[config.mk]
export PLATFORM = sky130hd
export DESIGN_NAME = vec_op_sequencer
export DESIGN_NICKNAME = d
export VERILOG_FILES = /design/src/rtl/vec_op_sequencer.sv
export SDC_FILE = /design/constraint.sdc
export NUM_CORES = 1
export LEC_CHECK = 0
export ABC_CLOCK_PERIOD_IN_PS = 3650
export CORE_AREA = 2 2 101 103
export CTS_CLUSTER_DIAMETER = 30
export DETAILED_ROUTE_END_ITERATION = 8
export DIE_AREA = 0 0 103 105
export PLACE_DENSITY_LB_ADDON = 0.05
export SLEW_MARGIN = 20
export SYNTH_ARGS = -nofsm -noshare
export SYNTH_HDL_FRONTEND = slang
export SYNTH_SLANG_ARGS = --single-unit
[constraint.sdc]
create_clock -name clk -period 3.65 [get_ports clk]
set_input_delay 0.5475 -clock clk [delete_from_list [all_inputs] [get_ports clk]]
set_output_delay 0.5475 -clock clk [all_outputs]
set_load 0.02 [all_outputs]
[src/rtl/vec_op_sequencer.sv]
// vec_op_sequencer
//   Takes one decoded vector op from ID and splits its element vector into
//   LANES-wide chunks. It issues one chunk per cycle to the multiplier/adder
//   datapath and follows each issued chunk through a fixed-latency pipe, so
//   that writeback strobes and the completion pulse come out on the right
//   cycle.
// Ports
//   clk, rst                      clock, asynchronous active-high reset
//   req_valid/req_ready           op handshake with ID (ready only in IDLE)
//   req_op/req_len/req_dst        op (00 VADD, 01 VMUL, 10 VDOT, 11 NOP),
//                                 element count, destination register
//   dp_stall                      back-pressure; holds back further issues
//   dp_issue/dp_op/dp_chunk       chunk issue strobe, op, chunk index
//   dp_lane_mask                  active lanes of the issued chunk
//   dp_acc_clr/dp_reduce          VDOT accumulator clear / reduction routing
//   wb_valid/wb_dst/wb_chunk      result writeback
//   done/err                      completion / illegal-length pulses
//   busy                          sequencer not idle
module vec_op_sequencer #(
  parameter int LANES   = 8,
  parameter int MAX_LEN = 64,
  parameter int ALU_LAT = 3,
  parameter int DST_W   = 4,
  localparam int LEN_W  = $clog2(MAX_LEN + 1)
) (
  input  logic             clk,
  input  logic             rst,
  input  logic             req_valid,
  output logic             req_ready,
  input  logic [1:0]       req_op,
  input  logic [LEN_W-1:0] req_len,
  input  logic [DST_W-1:0] req_dst,
  input  logic             dp_stall,
  output logic             dp_issue,
  output logic [1:0]       dp_op,
  output logic [LEN_W-1:0] dp_chunk,
  output logic [LANES-1:0] dp_lane_mask,
  output logic             dp_acc_clr,
  output logic             dp_reduce,
  output logic             wb_valid,
  output logic [DST_W-1:0] wb_dst,
  output logic [LEN_W-1:0] wb_chunk,
  output logic             done,
  output logic             err,
  output logic             busy
);

  localparam int LOG_L = $clog2(LANES);
  localparam logic [1:0] OP_VDOT = 2'b10;
  localparam logic [1:0] OP_NOP  = 2'b11;
  localparam logic [LEN_W-1:0] MAX_LEN_V = LEN_W'(MAX_LEN);
  localparam logic [LEN_W-1:0] REM_MASK  = LEN_W'(LANES - 1);

  typedef enum logic [1:0] {IDLE, ISSUE, DRAIN} state_t;

  state_t           state;
  logic [1:0]       op_reg;
  logic [DST_W-1:0] dst_reg;
  logic [LEN_W-1:0] nc_reg;     // number of chunks of the current op
  logic [LEN_W-1:0] rem_reg;    // len mod LANES, selects the last-chunk mask
  logic [LEN_W-1:0] chunk_reg;  // index of the next chunk to issue

  logic             accept, legal, start, issue_now, iss_last, pipe_empty;
  logic [1:0]       iss_op;
  logic [LEN_W-1:0] iss_idx, iss_nc, iss_rem, req_nc;
  logic [LEN_W:0]   len_round;
  logic [LANES-1:0] iss_mask;

  // Latency pipe: one slot per cycle of ALU latency. A slot is valid only
  // when its chunk produces a writeback (every chunk for VADD/VMUL, the last
  // chunk only for VDOT).
  logic [ALU_LAT-1:0] pipe_valid, pipe_last, valid_in, last_in;
  logic [LEN_W-1:0]   pipe_chunk [ALU_LAT];
  logic [LEN_W-1:0]   chunk_in   [ALU_LAT];

  assign len_round  = {1'b0, req_len} + (LEN_W + 1)'(LANES - 1);
  assign req_nc     = LEN_W'(len_round >> LOG_L);
  assign pipe_empty = ~|pipe_valid;

  // The chunk issued this cycle comes straight from the request when the op
  // is accepted (so chunk 0 leaves on the accept edge), otherwise from the
  // latched op state.
  always_comb begin
    accept    = (state == IDLE) && req_valid;
    legal     = (req_len != '0) && (req_len <= MAX_LEN_V);
    start     = accept && (req_op != OP_NOP) && legal;
    iss_op    = (state == IDLE) ? req_op : op_reg;
    iss_idx   = (state == IDLE) ? '0 : chunk_reg;
    iss_nc    = (state == IDLE) ? req_nc : nc_reg;
    iss_rem   = (state == IDLE) ? (req_len & REM_MASK) : rem_reg;
    issue_now = start || ((state == ISSUE) && !dp_stall);
    iss_last  = (iss_idx == iss_nc - LEN_W'(1));
    iss_mask  = '1;
    if (iss_last && (iss_rem != '0))
      iss_mask = (LANES'(1) << iss_rem) - LANES'(1);
  end

  assign valid_in[0] = issue_now && ((iss_op != OP_VDOT) || iss_last);
  assign last_in[0]  = issue_now && iss_last;
  assign chunk_in[0] = (iss_op == OP_VDOT) ? '0 : iss_idx;

  generate
    for (genvar gi = 1; gi < ALU_LAT; gi++) begin : g_pipe
      assign valid_in[gi] = pipe_valid[gi-1];
      assign last_in[gi]  = pipe_last[gi-1];
      assign chunk_in[gi] = pipe_chunk[gi-1];
    end
  endgenerate

  // The pipe shifts every cycle regardless of stall; a stalled cycle simply
  // inserts an empty slot.
  always_ff @(posedge clk or posedge rst) begin
    if (rst) begin
      pipe_valid <= '0;
      pipe_last  <= '0;
      pipe_chunk <= '{default: '0};
    end else begin
      pipe_valid <= valid_in;
      pipe_last  <= last_in;
      pipe_chunk <= chunk_in;
    end
  end

  always_ff @(posedge clk or posedge rst) begin
    if (rst) begin
      state        <= IDLE;
      op_reg       <= '0;
      dst_reg      <= '0;
      nc_reg       <= '0;
      rem_reg      <= '0;
      chunk_reg    <= '0;
      req_ready    <= 1'b1;
      busy         <= 1'b0;
      dp_issue     <= 1'b0;
      dp_op        <= '0;
      dp_chunk     <= '0;
      dp_lane_mask <= '0;
      dp_acc_clr   <= 1'b0;
      dp_reduce    <= 1'b0;
      wb_valid     <= 1'b0;
      wb_dst       <= '0;
      wb_chunk     <= '0;
      done         <= 1'b0;
      err          <= 1'b0;
    end else begin
      dp_issue   <= issue_now;
      dp_acc_clr <= issue_now && (iss_op == OP_VDOT) && (iss_idx == '0);
      dp_reduce  <= issue_now && (iss_op == OP_VDOT);
      // Under stall the chunk index and mask of the last issue are held.
      if (issue_now) begin
        dp_op        <= iss_op;
        dp_chunk     <= iss_idx;
        dp_lane_mask <= iss_mask;
        chunk_reg    <= iss_idx + LEN_W'(1);
      end
      wb_valid <= pipe_valid[ALU_LAT-1];
      if (pipe_valid[ALU_LAT-1]) begin
        wb_chunk <= pipe_chunk[ALU_LAT-1];
        wb_dst   <= dst_reg;
      end
      done <= (pipe_valid[ALU_LAT-1] && pipe_last[ALU_LAT-1]) ||
              (accept && (req_op == OP_NOP));
      err  <= accept && (req_op != OP_NOP) && !legal;

      case (state)
        IDLE: begin
          if (start) begin
            op_reg    <= req_op;
            dst_reg   <= req_dst;
            nc_reg    <= req_nc;
            rem_reg   <= iss_rem;
            req_ready <= 1'b0;
            busy      <= 1'b1;
            state     <= iss_last ? DRAIN : ISSUE;
          end
        end
        ISSUE: begin
          if (issue_now && iss_last)
            state <= DRAIN;
        end
        DRAIN: begin
          // The final writeback and done leave the pipe on the edge before
          // it reads empty, so ready rises the cycle after done.
          if (pipe_empty) begin
            state     <= IDLE;
            req_ready <= 1'b1;
            busy      <= 1'b0;
          end
        end
        default: state <= IDLE;
      endcase
    end
  end

endmodule

* Word level (Yosys, flattened, before mapping)
Cells that the tools add are included. W data, S select, Z words.
Cells by class: add/sub/neg operators 4, magnitude comparators 1, eq/ne operators 10, shift-type cells 1, mux-type cells 17, reduce and logical (&&, ||, !) cells 27
Operators by type and width (number):
- $mux W7 | 3
- $reduce_bool A7 Y1 | 2
- $logic_and A1 B1 Y1 | 13
- $mux W2 | 5
- $ne A2 B2 Y1 const B | 5
- $add A7 B3 Y8 const B | 1
- $mux W8 | 1
- $shl A1 B7 Y8 const A | 1
- $sub A8 B2 Y8 const B | 1
- $add A7 B1 Y7 const B | 1
- $eq A7 B7 Y1 | 1
- $le A7 B7 Y1 const B | 1
- $logic_not A7 Y1 | 1
- $eq A2 B2 Y1 const B | 3
- $pmux W2 S3 | 1
- $reduce_and A3 Y1 | 2
- $sub A5 B1 Y6 const B | 1
- $mux W5 | 1
- $mux W1 | 4
- $pmux W1 S2 | 2
- $logic_or A1 B1 Y1 | 3
- $reduce_or A3 Y1 | 1
- $eq A2 B1 Y1 const B | 1
- $logic_not A1 Y1 | 2
- 3 further kinds | 3
Word-level totals: register bits 90, bits of input ports 17, output and inout port bits 36, logic and storage cells 84

* Depth between registers and ports, before layout
depth in word-level cells 8, mapped depth 13, mapped depth without buffers 11

* Least setup slack after synthesis
Ideal clock, no wire load.
kind register to register, from register state[0], to register dp_lane_mask[2], setup time 0.121 ns, data arrival time 3.018 ns, required time 3.529 ns, slack 0.511 ns, stages on the path, launching flop included 14, path buffers 4, period minus slack after synthesis 3.139 ns, cells stage by stage dfrtp_1 buf_2 or2_2 buf_2 buf_1 nor3_1 a21oi_1 ha_1 xnor2_1 o41ai_1 o32ai_1 or4_4 buf_6 o22a_1
Between the ends: cells in the longest elaborated chain, start to end 6, elaborated cells between the ends (all ways) 17, classes of those cells 2 x add/sub; 2 x eq/ne; 1 x shift; 4 x mux; 8 x reduce/logical
RTL lines:
- from (decl) | line 56 | state_t state;
- from (signal assigned) | line 174 | state <= iss_last ? DRAIN : ISSUE;
- $logic_not A2 Y1
- $mux W5 | line 89 | iss_nc = (state == IDLE) ? req_nc : nc_reg;
- $sub A5 B1 Y6 | line 92 | iss_last = (iss_idx == iss_nc - LEN_W'(1));
- $eq A7 B7 Y1 | line 92
- $logic_and A1 B1 Y1 | line 94 | if (iss_last && (iss_rem != '0))
- $mux W8 | line 94
- to (signal assigned) | line 153 | dp_lane_mask <= iss_mask;
- to (decl) | line 37 | output logic [LANES-1:0] dp_lane_mask,
Parallel ways exist; a longest one is shown, timed or not. A chain may end at the register's enable or synchronous reset.

* Worst setup path after layout
from input port req_len[2], to register dp_lane_mask[1]
Between the ends: cells in the longest elaborated chain, start to end 6, elaborated cells between the ends (all ways) 15, classes of those cells 3 x add/sub; 1 x order compare; 1 x eq/ne; 1 x shift; 3 x mux; 6 x reduce/logical
RTL lines:
- from (decl) | line 31 | input logic [LEN_W-1:0] req_len,
- $add A7 B3 Y8 | line 76 | assign len_round = {1'b0, req_len} + (LEN_W + 1)'(LANES - 1);
- $mux W5 | line 89
- $sub A5 B1 Y6 | line 92
- $eq A7 B7 Y1 | line 92
- $logic_and A1 B1 Y1 | line 94
- $mux W8 | line 94
Parallel ways exist; a longest one is shown, timed or not.

==> parameters.txt <==
Parameter                              Value

Run status
  Result of the run ... finished, final reports clean

Synthesis
  Most frequent cell after synthesis ... dfrtp_1
  Net count after synthesis ... 357
  Cell count after synthesis ... 336
  Count of flip-flops with a built-in enable after synthesis ... 0
  Yosys warning total ... 0
  Part of the Yosys area used for sequential elements ... 59.0%
  Leading register cell type out of synthesis ... dfrtp_1
  Cells taking the most area after synthesis ... dfrtp_1, mux2_2, nand2_1
  Number of synthesized register bits ... 90
  Average instance area after synthesis ... 11.4 sq um
  Cell type with the largest total area after synthesis ... dfrtp_1
  Async S/R FF share, synth ... 100%
  Commonest cells in the synthesized netlist ... dfrtp_1, nand2_1, mux2_2, nor2_1, o21ai_0
  Top-area cell type share of the netlist area ... 58.4%
  Netlist area before placement ... 3820 sq um
  Synth cell types ... 57

Critical path
  Data arrival at the endpoint of the critical path ... 3.46 ns
  Path depth of the worst reg2reg path ... 9
  Slowest cell delay on critical path ... 0.59 ns
  Critical path capture point type ... flip-flop
  Kind of critical path ... in -> reg
  Count of buffering cells on the critical path with inverters included ... 1
  Required time reported for the critical path endpoint ... 3.89 ns
  Startpoint types ... primary input
  Cell chain of the critical path ... clkdlybuf4s50_1 -> o31a_1 -> xnor2_1 -> nor2_1 -> a21oi_1 -> ha_1 -> xnor2_1 -> o41ai_1 -> o32ai_1 -> or4_4 -> o21ba_2
  Most numerous cell on the critical path ... xnor2_1
  Cell count along the critical path ... 11
  Kind of cell adding the most delay to the critical path ... compound AO/OA/AOI/OAI gates
  Cell at the slowest stage of the critical path ... or4_4
  Crit Path Max Fanout ... 11

Routing
  Routed via count divided by cell count ... 4.99
  Post-route antenna net violation count ... 0
  First-pass DRT Iterations ... 4
  Via count of the routed design ... 2,675
  Routed wire length per instance ... 14.3 microns
  Starting DRC count in detailed routing ... 47
  Total wire length ... 7660 microns
  Detailed-route DRC error count ... 0

Pwr
  Maximum vdd ir drop ... 0.356 mV
  Overall power of the completed layout ... 4.03 mW
  PwrDens ... 850 nW/um^2
  Leakage power of the design ... 2.05 nW

Floorplan
  Starting density of the core ... 39.6%
  DIE AREA ... 10,800 sq um
  Core footprint ... 9640 sq um
  Width of the die ... 103 microns
  Die H ... 105 microns
  Top-Level Pins ... 53
  Total number of placement rows ... 36

STA
  Final clock skew ... 0.0118 ns
  Total of endpoints with negative setup slack in the final report ... 0
  Final Max Tran Viols ... 0
  Transition time of the tightest slew-check pin ... 0.808 ns
  Time the final worst path needs with I/O delays and setup ... 3.22 ns
  Unrepaired setup endpoints after global routing ... false
  Min Hold Slack ... 0.347 ns
  Relative max-transition margin ... 46.2%
  Total negative setup slack ... 0 ns
  Period utilisation layout ... 88.1%
  Hold Violations, Final ... 0
  Maximum clock rate ... 311 MHz

Global route
  Number of global-route vias before repair ... 2,638
  Overflow left after global routing ... 0
  Maximum number of pins on one net before global-route repair ... 48
  Global-route wire length before repair ... 13,000 microns
  Total GRT Usage ... 15.3%
  Antenna violations before repair ... 0

Clock network
  CTS sink count ... 90
  Setup Buffers After CTS ... 0
  Number of buffers created by CTS ... 9
  Post-CTS Resized ... 0
  Cell at the root of the clock tree ... clkbuf_8
  CTS tree ... yes
  H-tree level count ... 3
  Hold-fix buffer count after cts ... 0
  Clock transition at path regs ... 0.09 ns
  Clock tree buffer depth ... 2
  Latest clock arrival within the worst-skew pair ... 0.36 ns

Cells and area
  Number of antenna repair diodes ... 0
  Area growth from synthesis to layout ... 24.2%
  Number of flip-flops under the largest register name ... 14
  Final #Nets ... 419
  Fraction of the core area covered by cells at the end of the flow ... 49.2%
  Ratio of cells with drive above 1 in the final layout ... 17.1%
  Non-filler cells in the finished layout ... 536

Placed design
  Final weighted congestion in routability-driven placement ... 0.727
  Port bufs ... 52
  DP Cell Count ... 520
  Post-detailed-placement half-perimeter wirelength ... 5450 microns

Hold path
  Worst hold path depth ... 0
  Hold Crit Class ... reg -> reg

Run
  Max_cap viols ... 0
[stage by stage]
stage | worst slack, ns | area [sq um]
after floorplan | 0.511 | 3820
after global placement | 0.0912 | 4540
after detailed placement | 0.0489 | 4540
after CTS | 0.418 | 4740
final | 0.434 | 4740
after global routing | 0.228 | 4740
[power by group]
part	switching (mW)	total, mW	internal (mW)
logic	0.955	1.77	0.815
clock network	0.364	0.688	0.324
registers	0.235	1.57	1.33
total	1.55	4.03	2.47
[worst register-to-register path: cells and delay by family, from the launching register on]
family / cells / cell delay (ns)
AND/OR/NAND/NOR: 3 / 1.18
AO/OA/AOI/OAI: 4 / 0.78
flip-flops: 1 / 0.39
adder cells (fa/ha/maj): 1 / 0.33
XOR/XNOR: 1 / 0.15
[final timing paths]
check / start / end / slack [ns]
max: req_len[2] / dp_lane_mask[1] / 0.43
min: pipe_last[0] / pipe_last[1] / 0.35
max reg2reg: state[1] / dp_lane_mask[1] / 0.70
min reg2reg: pipe_last[0] / pipe_last[1] / 0.35
max in group asynchronous: rst / chunk_in[2] / 2.29
min in group asynchronous: rst / dst_reg[0] / 0.63
[kinds of logic after synthesis]
family | Yosys count | share of synthesized area, %
and+or+nand+nor | 116 | 15.8
DFF | 90 | 59.0
AOI/OAI and AO/OA | 67 | 11.7
buffers and inverters | 27 | 3.34
muxes | 24 | 6.95
xor gates and xnor gates | 8 | 1.84
adders and majority gates | 4 | 1.31
[routing by layer]
layer / wire (microns) / vias to the layer above / share of wire (%) / GRT usage, %
met2: 3690 / 50 / 48 / 24.2
met5: 0 / - / 0 / 0
met3: 240 / 12 / 3.1 / 2.68
met1: 3620 / 1304 / 47 / 21.0
met4: 114 / 0 / 1.5 / 5.36
li1: - / 1309 / - / -
[placed cells by master, fill, tap and decap left out, types with 3 or more instances in the layout]
cell	Yosys	layout
buf_4	1	17
dfrtp_1	89	89
nor2_1	20	20
clkdlybuf4s50_1	0	52
xnor2_1	5	5
ha_1	4	4
nor3_1	7	7
nor2b_1	5	5
a21oi_1	17	17
clkbuf_8	0	9
and3_1	7	7
inv_1	8	7
nor4_1	5	5
nand2b_1	3	3
nand3_1	16	16
mux2_2	20	20
mux2i_1	4	4
xor2_1	3	3
o22a_1	6	6
o21ai_0	18	18
nand2_1	36	36
a31oi_1	3	3
[area by class of cell]
cell class / instances / area, sq um
clock buffers: 10 / 128
clock inverters: 6 / 72.6
fillers: 936 / 4900
inverters: 9 / 35.0
multi-input cells: 219 / 1440
flip-flops and latches: 90 / 2250
well taps: 133 / 166
repair buffers: 69 / 648
Power figures use the tool's default switching activity.
